--- config.mk ---
export PLATFORM = sky130hd
export DESIGN_NAME = mmap_rx_port
export DESIGN_NICKNAME = d
export VERILOG_FILES = /design/src/rtl/mmap_rx_port.sv
export SDC_FILE = /design/constraint.sdc
export NUM_CORES = 1
export LEC_CHECK = 0
export BUFFER_PORTS_ARGS = -buffer_cell sky130_fd_sc_hd__buf_4
export CAP_MARGIN = 20
export CORE_ASPECT_RATIO = 2
export CORE_MARGIN = 4
export CORE_UTILIZATION = 46
export DETAILED_ROUTE_END_ITERATION = 8
export GPL_ROUTABILITY_DRIVEN = 0
export PLACE_DENSITY = 0.68
export SYNTH_ARGS = -nofsm -noshare
export SYNTH_HDL_FRONTEND = slang
export SYNTH_SLANG_ARGS = --single-unit
--- constraint.sdc ---
create_clock -name clk -period 8.6 [get_ports clk]
set_clock_uncertainty 0.1 [all_clocks]
set_input_delay 1.29 -clock clk [delete_from_list [all_inputs] [get_ports clk]]
set_output_delay 1.29 -clock clk [all_outputs]
set_load 0.05 [all_outputs]
--- src/rtl/mmap_rx_port.sv ---
// mmap_rx_port
//   Memory-mapped receive port. An external byte source pushes bytes into a
//   small FIFO, and the CPU drains them through the device bus.
//   The port also provides status bits, sticky overflow tracking and a level
//   interrupt.
//
// Ports
//   clk        : single clock, rising edge
//   rst_n      : asynchronous active-low reset
//   in_valid   : source presents a byte
//   in_data    : byte from source
//   in_ready   : FIFO can accept a byte (registered full, inverted)
//   mmap_re    : CPU read strobe
//   mmap_we    : CPU write strobe
//   mmap_addr  : byte offset; [3:2] selects DATA/STATUS/CTRL/reserved
//   mmap_wd    : CPU write data
//   mmap_rd    : CPU read data, combinational, 0 when mmap_re is low
//   irq        : level interrupt = ie && non-empty

module mmap_rx_port #(
    parameter int DEPTH = 16
) (
    input  logic        clk,
    input  logic        rst_n,
    input  logic        in_valid,
    input  logic [7:0]  in_data,
    output logic        in_ready,
    input  logic        mmap_re,
    input  logic        mmap_we,
    input  logic [3:0]  mmap_addr,
    input  logic [31:0] mmap_wd,
    output logic [31:0] mmap_rd,
    output logic        irq
);

    localparam int AW = $clog2(DEPTH);
    localparam int CW = AW + 1;

    localparam logic [1:0] A_DATA   = 2'd0;
    localparam logic [1:0] A_STATUS = 2'd1;
    localparam logic [1:0] A_CTRL   = 2'd2;

    logic [7:0]    mem_q [DEPTH];
    logic [AW-1:0] wr_ptr_q, wr_ptr_d;
    logic [AW-1:0] rd_ptr_q, rd_ptr_d;
    logic [CW-1:0] count_q, count_d;
    logic          ovf_q, ovf_d;
    logic          ie_q, ie_d;

    logic [1:0] sel;
    logic       empty, full;
    logic       push, pop, flush, ovf_clr, ovf_set, ctrl_wr;
    logic       unused_bits;

    assign sel   = mmap_addr[3:2];
    assign empty = (count_q == '0);
    assign full  = (count_q == CW'(DEPTH));

    assign unused_bits = ^{mmap_addr[1:0], mmap_wd[31:3]};

    assign ctrl_wr = mmap_we && (sel == A_CTRL);
    assign flush   = ctrl_wr && mmap_wd[2];
    assign ovf_clr = ctrl_wr && mmap_wd[1];

    // in_ready only looks at registered state, so a same-cycle pop never
    // rescues a byte offered while full.
    assign push    = in_valid && !full && !flush;
    assign ovf_set = in_valid && full;

    // A simultaneous write suppresses the pop; an empty FIFO never pops,
    // even if a push lands in the same cycle.
    assign pop = mmap_re && !mmap_we && (sel == A_DATA) && !empty && !flush;

    always_comb begin
        wr_ptr_d = wr_ptr_q;
        rd_ptr_d = rd_ptr_q;
        count_d  = count_q;
        ie_d     = ie_q;
        ovf_d    = ovf_q;

        if (flush) begin
            wr_ptr_d = '0;
            rd_ptr_d = '0;
            count_d  = '0;
        end else begin
            if (push) wr_ptr_d = wr_ptr_q + AW'(1);
            if (pop)  rd_ptr_d = rd_ptr_q + AW'(1);
            count_d = count_q + CW'(push) - CW'(pop);
        end

        if (ctrl_wr) ie_d = mmap_wd[0];

        // Set wins over a same-cycle clear.
        if (ovf_set)      ovf_d = 1'b1;
        else if (ovf_clr) ovf_d = 1'b0;
    end

    always_ff @(posedge clk or negedge rst_n) begin
        if (!rst_n) begin
            wr_ptr_q <= '0;
            rd_ptr_q <= '0;
            count_q  <= '0;
            ovf_q    <= 1'b0;
            ie_q     <= 1'b0;
        end else begin
            wr_ptr_q <= wr_ptr_d;
            rd_ptr_q <= rd_ptr_d;
            count_q  <= count_d;
            ovf_q    <= ovf_d;
            ie_q     <= ie_d;
        end
    end

    // Storage has no reset; only entries below count are ever read.
    always_ff @(posedge clk) begin
        if (push) mem_q[wr_ptr_q] <= in_data;
    end

    always_comb begin
        mmap_rd = '0;
        if (mmap_re) begin
            unique case (sel)
                A_DATA:   mmap_rd = empty ? 32'h0 : {24'h0, mem_q[rd_ptr_q]};
                A_STATUS: mmap_rd = {16'h0, 8'(count_q), 5'h0, ovf_q, full, !empty};
                A_CTRL:   mmap_rd = {31'h0, ie_q};
                default:  mmap_rd = '0;
            endcase
        end
    end

    assign in_ready = !full;
    assign irq      = ie_q && !empty;

endmodule

==> flow_metrics.env, run 1 <==
export IMPL_status="finished clean"
export IMPL_drtIter0Drc=189
export IMPL_final_core_util_pct=53.6
export IMPL_clk_pin_slew_ps=60
export IMPL_post_route_period_util_pct=51.3
export IMPL_root_buffer="clkbuf_16"
export IMPL_worstHoldPathType="flop to flop"
export IMPL_ioPinCount=83
export IMPL_ys_warn_count=0
export IMPL_clk_latency_ps=420
export IMPL_final_area_um2=7000
export IMPL_rsz0062_at_grt="false"
export IMPL_track_usage_pct=17.1
export IMPL_dp_cells=514
export IMPL_max_clock_path_buffers=2
export IMPL_coreArea_um2=13100
export IMPL_synth_top_area_share_pct=62.2
export IMPL_ir_drop_mv=0.140
export IMPL_dpl_cell_area_um2=6460
export IMPL_postSynthCellCount=344
export IMPL_synth_top_area_cell="edfxtp_1"
export IMPL_post_route_drc_count=0
export IMPL_htreeDepth=4
export IMPL_slew_viol_final=0
export IMPL_slew_headroom_pct=55.7
export IMPL_holdWs_ps=421
export IMPL_clock_sinks=143
export IMPL_fin_cells=546
export IMPL_grt_pass1_vias=3294
export IMPL_post_cts_setup_buffers=0
export IMPL_path_class="primary input to primary output"
export IMPL_drt_total_wl_um=12400
export IMPL_yosysUniqueCellTypes=45
export IMPL_die_w_um=89.9
export IMPL_synthesis_area_um2=6180
export IMPL_layout_drive_gt1_share_pct=25.1
export IMPL_overflow=0
export IMPL_antenna_found_initial=0
export IMPL_diodes=0
export IMPL_setup_tns_ps=0
export IMPL_worstSetupEndpointType="primary output"
export IMPL_tightest_slew_ps=665
export IMPL_grt_max_degree=37
export IMPL_power_density_nw_per_um2=304
export IMPL_crit_arrival_ps=3020
export IMPL_vias_per_cell=5.68
export IMPL_yosys_top_cells_area="edfxtp_1 (62%), mux4_2 (9.5%), dfrtp_1 (6.1%)"
export IMPL_rows=59
export IMPL_syn2layout_area_growth_pct=13.3
export IMPL_vias=3102
export IMPL_power_mw=2.13
export IMPL_initial_core_util_pct=47.3
export IMPL_die_y_um=172
export IMPL_place_hpwl_um=7960
export IMPL_period_needed_ps=4410
export IMPL_max_cap_violations=0
export IMPL_die_area_um2=15500
export IMPL_syn_avg_cell_area_um2=18.0
export IMPL_start_kind="primary input"
export IMPL_crit_fanout=9
export IMPL_grt_pass1_wl_um=19000
export IMPL_cts_tree="yes"
export IMPL_io_buffer_count=32
export IMPL_worst_slack_ps=4190
export IMPL_finalSetupViolCount=0
export IMPL_ys_seq_area_share_pct=68.3
export IMPL_numCtsBuffers=17
export IMPL_fin_nets=442
export IMPL_hold_viol_final=0
export IMPL_pre_cts_ws_ps=4230
export IMPL_worstPathRequired_ps=7210
export IMPL_ys_seq_elements=143
export IMPL_hold_buffers=0
export IMPL_antenna_left=0
export IMPL_cts_resized=0
export IMPL_fmax_mhz=227
export IMPL_drtPass1Iterations=4
export IMPL_post_drt_wl_per_cell_um=22.7
export IMPL_p_leak_nw=2.45
## synth_stat cells, drive strengths merged
| library cell | count |
|---|---|
| edfxtp | 128 |
| buf | 33 |
| mux4 | 32 |
| and2 | 17 |
| mux2i | 17 |
| dfrtp | 15 |
| nor2 | 12 |
| ha | 11 |
| inv | 11 |
| nand3 | 6 |
| nor2b | 5 |
| o21ai | 5 |
| o22ai | 5 |
| xor2 | 5 |
| and3 | 4 |
| nand2 | 4 |
| a21oi | 3 |
| mux2 | 3 |
| nor3 | 3 |
| nor3b | 3 |
| clkbuf | 2 |
| nand3b | 2 |
| nand4 | 2 |
| o21bai | 2 |
| xnor2 | 2 |
| a21o | 1 |
| a31oi | 1 |
| and4b | 1 |
| conb | 1 |
| fa | 1 |
| nand2b | 1 |
| nand4b | 1 |
| nand4bb | 1 |
| nor4bb | 1 |
| o22a | 1 |
| or3 | 1 |
| or4b | 1 |
## final timing paths
path / startpoint / to / slack [ps] / cells past startpoint
max: mmap_addr[3] / mmap_rd[4] / 4190 / 6
min: ie_q$_DFFE_PN0N_ / ie_q$_DFFE_PN0N_ / 420 / 1
max reg2reg: count_q[3]$_DFF_PN0_ / count_q[4]$_DFF_PN0_ / 5400 / 14
min reg2reg: ie_q$_DFFE_PN0N_ / ie_q$_DFFE_PN0N_ / 420 / 1
max in group asynchronous: rst_n / rd_ptr_q[0]$_DFFE_PN0P_ / 7580 / 1
min in group asynchronous: rst_n / rd_ptr_q[1]$_DFFE_PN0P_ / 620 / 1
## metal layers
layer	track usage [%]	wire length, um	vias up
li1	-	-	1382
met1	17.9	4500	1571
met2	31.9	6800	118
met3	4.09	656	31
met4	8.54	459	0
met5	0	0	-
## cell usage in the layout (no fill, tap or decap), types with 12 or more instances in the layout
| master | synthesis | layout |
|---|---|---|
| and2_1 | 17 | 17 |
| buf_4 | 20 | 35 |
| clkbuf_16 | 0 | 17 |
| conb_1 | 1 | 19 |
| dfrtp_1 | 15 | 14 |
| edfxtp_1 | 128 | 128 |
| mux2i_1 | 17 | 17 |
| mux4_2 | 26 | 26 |
| nor2_1 | 12 | 12 |
## power breakdown
group          total, mW  switching, mW  internal [mW]
clock              0.666          0.293          0.372
combinational      0.582          0.331          0.251
sequential         0.879         0.0360          0.843
## cell families (layout without fill, tap and decap cells)
logic type	count (synthesis)	count (layout)	synth area share [%]
flip-flops	143	143	68.3
AND/OR/NAND/NOR	65	65	6.38
multiplexers	52	52	15.4
buffers and inverters	46	78	4.54
AO/OA/AOI/OAI	18	18	1.76
adder cells (fa/ha/maj)	12	12	2.55
XOR/XNOR	7	7	0.993
other	1	19	0.0607
## area by class of cell
class                           count  area [um2]
Tap cell                          152         190
Sequential cell                   143        4220
Fill cell                        1014        6070
Multi-Input combinational cell    173        1740
Timing Repair Buffer               35         263
Inverter                           11        41.3
Clock inverter                     14         110
Clock buffer                       18         429
## worst max-delay path, stage by stage
cell and delay [ps]:
buf_4 120, nor2b_1 500, nand2_2 120, or3_1 470, o22ai_1 260, buf_4 250
## flip-flops by register name (all words and copies together) (netlist names)
| name | count |
|---|---|
| mem_q | 128 |
| count_q | 5 |
| rd_ptr_q | 4 |
| wr_ptr_q | 4 |
| ie_q | 1 |
| ovf_q | 1 |
Power figures use the tool's default switching activity.
==> run 2, diff against run 1 <==
--- a/config.mk
+++ b/config.mk
@@ -5,6 +5,7 @@
 export SDC_FILE = /design/constraint.sdc
 export NUM_CORES = 1
 export LEC_CHECK = 0
+export ABC_AREA = 1
 export BUFFER_PORTS_ARGS = -buffer_cell sky130_fd_sc_hd__buf_4
 export CAP_MARGIN = 20
 export CORE_ASPECT_RATIO = 2
==> constraint.sdc (replaced) <==
create_clock -name clk -period 4.4 [get_ports clk]
set_clock_uncertainty 0.1 [all_clocks]
set_input_delay 0.66 -clock clk [delete_from_list [all_inputs] [get_ports clk]]
set_output_delay 0.66 -clock clk [all_outputs]
set_load 0.05 [all_outputs]
==> run 2 against run 1 <==
Sequential share of layout area fell by 3.2 points. Routed wire length rose by 16%. Sequential power rose by 99%. First-iteration DRC count rose by 70%. Largest power group unchanged. Via count rose by 40%. Non-clock buffer count rose by 7. Count of clock-buffer cells in the layout did not move. Cell count rose by 53%. Hold slack got worse by 29 ps. Die area rose by 4.7%. Combinational power rose by 96%. Highest routed layer unchanged. Cell area rose by 5.6%.
==> flow_metrics.env, run 2 <==
export IMPL_synthesis_area_um2=6490
export IMPL_ys_seq_elements=143
export IMPL_postSynthCellCount=601
export IMPL_post_cts_setup_buffers=0
export IMPL_pwr_share_clk_pct=33.1
export IMPL_synthAdderAreaFrac_pct=2.43
export IMPL_die_area_um2=16200
export IMPL_overflow=0
export IMPL_coreArea_um2=13900
export IMPL_dpl_cell_area_um2=6790
export IMPL_ir_drop_mv=0.413
export IMPL_synthSimpleGateAreaFrac_pct=15.3
export IMPL_max_clock_path_buffers=2
export IMPL_final_area_um2=7390
export IMPL_syn2layout_area_growth_pct=13.9
export IMPL_fmax_mhz=270
export IMPL_vias_per_cell=5.20
export IMPL_hold_viol_final=0
export IMPL_setup_tns_ps=0
export IMPL_ys_warn_count=0
export IMPL_tightest_slew_ps=1020
export IMPL_die_w_um=92.0
export IMPL_post_route_drc_count=0
export IMPL_rows=61
export IMPL_synth_ff_type="edfxtp_1"
export IMPL_root_buffer="clkbuf_16"
export IMPL_layout_cells_most_common="edfxtp_1"
export IMPL_layout_drive_gt1_share_pct=12.8
export IMPL_pre_cts_ws_ps=1140
export IMPL_slew_viol_final=0
export IMPL_largest_register_ffs=128
export IMPL_yosys_cell_count_top_type="edfxtp_1"
export IMPL_synth_top_area_share_pct=59.2
export IMPL_yosysUniqueCellTypes=32
export IMPL_finalSetupViolCount=0
export IMPL_grt_max_degree=67
export IMPL_post_drt_wl_per_cell_um=17.1
export IMPL_ioPinCount=83
export IMPL_nFillCells=1218
export IMPL_power_density_nw_per_um2=584
export IMPL_period_needed_ps=3710
export IMPL_cts_tree="yes"
export IMPL_synth_top_family_by_area="simple AND/OR/NAND/NOR gates"
export IMPL_grt_pass1_wl_um=22500
export IMPL_async_reset_ff_share_pct=10.5
export IMPL_antenna_left=0
export IMPL_drt_total_wl_um=14300
export IMPL_final_cell_mix="edfxtp_1 (128), nand2_1 (104), nor2_1 (71), inv_1 (66), nand3_1 (49)"
export IMPL_clk_latency_ps=410
export IMPL_synth_edff_count=128
export IMPL_synth_top_cells_by_count="edfxtp_1 (128), nand2_1 (104), nor2_1 (71), inv_1 (66), nand3_1 (49)"
export IMPL_yosys_top_cells_area="edfxtp_1 (59%), nand2_1 (6.0%), dfrtp_1 (5.8%)"
export IMPL_syn_avg_cell_area_um2=10.8
export IMPL_p_sw_share_pct=33.4
export IMPL_die_y_um=176
export IMPL_post_route_period_util_pct=84.3
export IMPL_p_leak_nw=2.95
export IMPL_p_seq_share_pct=40.5
export IMPL_share_comb_of_total_power_pct=26.4
export IMPL_path_class="flop to primary output"
export IMPL_clock_sinks=143
export IMPL_initial_core_util_pct=46.7
export IMPL_slew_headroom_pct=31.8
export IMPL_drtIter0Drc=322
export IMPL_regMostFlops="mem_q"
export IMPL_synth_compound_area_share_pct=7.38
export IMPL_io_buffer_count=32
export IMPL_worstHoldPathType="primary input to flop"
export IMPL_diodes=0
export IMPL_intPower_mw=2.88
export IMPL_crit_arrival_ps=2950
export IMPL_status="finished clean"
export IMPL_reg_top3="mem_q (128), count_q (5)"
export IMPL_htreeDepth=4
export IMPL_synthXorXnorAreaFrac_pct=0.405
export IMPL_worstPathRequired_ps=3640
export IMPL_max_cap_violations=0
export IMPL_drtPass1Iterations=5
export IMPL_fin_nets=697
export IMPL_track_usage_pct=18.4
export IMPL_clk_pin_slew_ps=60
export IMPL_crit_fanout=23
export IMPL_worst_slack_ps=693
export IMPL_synth_top_area_cell="edfxtp_1"
export IMPL_cts_resized=0
export IMPL_holdWs_ps=392
export IMPL_vias=4351
export IMPL_grt_pass1_vias=4414
export IMPL_hold_buffers=1
export IMPL_synthMuxAreaShare_pct=0.174
export IMPL_worstSetupEndpointType="primary output"
export IMPL_ys_seq_area_share_pct=65.0
export IMPL_fin_cells=837
export IMPL_rsz0062_at_grt="false"
export IMPL_start_kind="flop"
export IMPL_antenna_found_initial=0
export IMPL_place_hpwl_um=9640
export IMPL_dp_cells=805
export IMPL_switchingPower_mw=1.44
export IMPL_numCtsBuffers=17
==> run 2: logic make-up after synthesis <==
family	Yosys count
and+or+nand+nor	238
DFF	143
buffers and inverters	116
AOI/OAI and AO/OA	87
adders and majority gates	12
xor gates and xnor gates	3
other	1
muxes	1
==> run 2: power groups by stage <==
| stage | logic, mW | registers [mW] | clock network [mW] |
|---|---|---|---|
| floorplan | 0.922 | 1.72 | 0 |
| global placement | 1.10 | 1.76 | 0 |
| detailed placement | 1.14 | 1.77 | 0 |
| CTS | 1.15 | 1.75 | 1.44 |
| global route | 1.28 | 1.76 | 1.50 |
| finish | 1.14 | 1.75 | 1.43 |
==> run 2: critical path: stages (launching register included) <==
cell and delay, ps:
dfrtp_1 770, clkinv_1 800, o21ai_0 330, o22ai_1 120
nand2_1 80, nand2_1 60, nand2_1 60, a21oi_1 100
buf_4 200
==> run 2: cell type report <==
type | count | area (um2) | area share [%]
Clock inverter | 13 | 166 | 2.25
Sequential cell | 143 | 4220 | 57.1
Multi-Input combinational cell | 360 | 1750 | 23.7
Clock buffer | 18 | 429 | 5.80
Inverter | 72 | 270 | 3.66
Tap cell | 189 | 236 | 3.20
Timing Repair Buffer | 42 | 318 | 4.30
==> run 2: stage by stage <==
stage               total power [mW]  util, %
global placement                2.86     48.9
floorplan                       2.64        -
global route                    4.54     53.2
detailed placement              2.91     48.9
CTS                             4.33     53.2
finish                          4.32     53.2
==> run 2: final timing paths <==
path / from / to / slack [ps] / cells after the start
setup / recovery: rd_ptr_q[1]$_DFFE_PN0P_ / mmap_rd[6] / 690 / 8
hold / removal: mmap_wd[0] / ie_q$_DFFE_PN0N_ / 390 / 2
setup reg to reg: count_q[2]$_DFF_PN0_ / count_q[4]$_DFF_PN0_ / 1430 / 16
hold reg to reg: ovf_q$_DFFE_PN0P_ / ovf_q$_DFFE_PN0P_ / 420 / 1
max in group asynchronous: rst_n / rd_ptr_q[0]$_DFFE_PN0P_ / 3470 / 2
min in group asynchronous: rst_n / ie_q$_DFFE_PN0N_ / 540 / 2
==> run 2: layer usage <==
layer | up-vias | GRT usage, % | part of all wire (%)
met3 | 27 | 3.37 | 4.6
met2 | 164 | 34.8 | 57
met5 | - | 0 | 0
li1 | 2068 | - | -
met1 | 2092 | 19.4 | 35
met4 | 0 | 8.37 | 3.2
==> run 3, diff against run 2 <==
==> constraint.sdc (replaced) <==
create_clock -name clk -period 3.5 [get_ports clk]
set_clock_uncertainty 0.1 [all_clocks]
set_input_delay 0.525 -clock clk [delete_from_list [all_inputs] [get_ports clk]]
set_output_delay 0.525 -clock clk [all_outputs]
set_load 0.05 [all_outputs]
==> run 3 against run 2 <==
Sequential share of layout area fell by 0.57 points. First-iteration DRC count rose by 11%. Critical path depth did not move. Utilization rose by 0.54 points. Count of clock-buffer cells in the layout did not move. Critical endpoint is now mmap_rd[7]. Largest power group unchanged.
==> flow_metrics.env, run 3 (same netlist as run 2, synthesis figures left out) <==
export IMPL_clock_sinks=143
export IMPL_dpl_cell_area_um2=6870
export IMPL_grt_pass1_vias=4538
export IMPL_layout_cells_most_common="edfxtp_1"
export IMPL_final_area_um2=7470
export IMPL_overflow=0
export IMPL_hold_viol_final=0
export IMPL_post_cts_setup_buffers=0
export IMPL_die_y_um=176
export IMPL_largest_register_ffs=128
export IMPL_grt_pass1_wl_um=22900
export IMPL_min_from="mmap_wd[0]"
export IMPL_slew_viol_final=0
export IMPL_ff2ff_path_depth=16
export IMPL_post_drt_wl_per_cell_um=17.2
export IMPL_die_area_um2=16200
export IMPL_drt_total_wl_um=14600
export IMPL_vias=4459
export IMPL_ir_drop_mv=0.630
export IMPL_coreArea_um2=13900
export IMPL_ioPinCount=83
export IMPL_crit_top_cell="nand2_1"
export IMPL_root_buffer="clkbuf_16"
export IMPL_nFillCells=1232
export IMPL_final_cell_mix="edfxtp_1 (128), nand2_1 (104), nor2_1 (71), inv_1 (66), buf_4 (50)"
export IMPL_p_leak_nw=3.00
export IMPL_worst_slack_ps=321
export IMPL_status="finished clean"
export IMPL_die_w_um=92.0
export IMPL_max_clock_path_buffers=2
export IMPL_post_route_period_util_pct=90.8
export IMPL_cts_tree="yes"
export IMPL_finalSetupViolCount=0
export IMPL_grt_max_degree=67
export IMPL_io_buffer_count=32
export IMPL_slew_headroom_pct=37.5
export IMPL_fin_cells=848
export IMPL_holdWs_ps=255
export IMPL_path_class="flop to primary output"
export IMPL_fmax_mhz=315
export IMPL_clk_pin_slew_ps=60
export IMPL_period_needed_ps=3180
export IMPL_power_density_nw_per_um2=727
export IMPL_max_cap_violations=0
export IMPL_numCtsBuffers=17
export IMPL_tightest_slew_ps=935
export IMPL_pre_cts_ws_ps=470
export IMPL_min_path_cells=2
export IMPL_register_area_um2=4220
export IMPL_critPathLaunch="rd_ptr_q[1]$_DFFE_PN0P_"
export IMPL_drtIter0Drc=356
export IMPL_r2r_end="count_q[4]$_DFF_PN0_"
export IMPL_crit_arrival_ps=2550
export IMPL_cpMaxStageDelayCell="dfrtp_1"
export IMPL_critical_path_max_stage_delay_ps=640
export IMPL_track_usage_pct=18.8
export IMPL_regMostFlops="mem_q"
export IMPL_crit_chain="buf_4 -> o21ai_1 -> o22ai_1 -> nand2_1 -> nand2_1 -> nand2_1 -> a21oi_1 -> buf_4"
export IMPL_multi_input_area_um2=1740
export IMPL_post_route_drc_count=0
export IMPL_reg_top3="mem_q (128), count_q (5)"
export IMPL_antenna_left=0
export IMPL_syn2layout_area_growth_pct=15.1
export IMPL_place_hpwl_um=9800
export IMPL_worstPathRequired_ps=2870
export IMPL_drtPass1Iterations=5
export IMPL_clk_latency_ps=410
export IMPL_rows=61
export IMPL_dp_cells=815
export IMPL_fin_nets=707
export IMPL_reg2reg_slack_ps=570
export IMPL_setup_tns_ps=0
export IMPL_r2r_start="count_q[3]$_DFF_PN0_"
export IMPL_antenna_found_initial=0
export IMPL_rsz0062_at_grt="false"
export IMPL_vias_per_cell=5.26
export IMPL_initial_core_util_pct=46.7
export IMPL_layout_drive_gt1_share_pct=14.1
export IMPL_diodes=0
export IMPL_worst_hold_path_endpoint="ie_q$_DFFE_PN0N_"
export IMPL_htreeDepth=4
export IMPL_start_kind="flop"
export IMPL_crit_fanout=34
export IMPL_worstSetupEndpointType="primary output"
export IMPL_worstHoldPathType="primary input to flop"
-- run 3: layer usage --
metal	GRT usage [%]	routed length [um]	vias up
met5	0	0	-
met4	11.5	724	0
met3	4.14	634	52
met2	35.6	8250	162
met1	17.8	4970	2156
li1	-	-	2089
-- run 3: what timing repair did --
| action | 4_1_cts | 5_1_grt |
|---|---|---|
| endpoints found under the setup margin | 0 | 6 |
| endpoints found under the hold margin | 15 | 0 |
| gates resized for setup | 0 | 1 |
| hold buffers | 1 | 0 |
-- run 3: area by class of cell --
type | count | area share, %
clock buffers | 18 | 5.75
well taps | 189 | 3.17
multi-input cells | 360 | 23.3
clock inverters | 14 | 2.14
inverters | 72 | 3.67
repair buffers | 52 | 5.43
flip-flops and latches | 143 | 56.5
-- run 3: how the worst max path moves through the flow --
| stage | end | slack [ps] | cells past startpoint |
|---|---|---|---|
| after global routing | mmap_rd[7] | 160 | 8 |
| after CTS | mmap_rd[7] | 100 | 8 |
| after detailed placement | count_q[4]$_DFF_PN0_ | 470 | 15 |
| final | mmap_rd[7] | 320 | 8 |
| after floorplan | count_q[4]$_DFF_PN0_ | 340 | 15 |
| after global placement | count_q[4]$_DFF_PN0_ | 540 | 15 |
-- run 3: critical path, delay by kind of cell (launching register included) --
kind            cells  cell delay (ps)
flops               1              640
simple gates        3              210
buf+inv             2              670
compound gates      3              590
-- run 3: report_power, final --
part           internal, mW  switching [mW]  leakage [nW]
Sequential             2.06           0.105          1.34
Clock                  1.06           0.712         0.274
Combinational         0.458            1.03          1.39
-- run 3: stage by stage --
| step | power [mW] | utilization (%) |
|---|---|---|
| after floorplan | 3.32 | - |
| after global placement | 3.61 | 49.4 |
| after detailed placement | 3.69 | 49.4 |
| after CTS | 5.45 | 53.7 |
| after global routing | 5.71 | 53.8 |
| final | 5.43 | 53.8 |
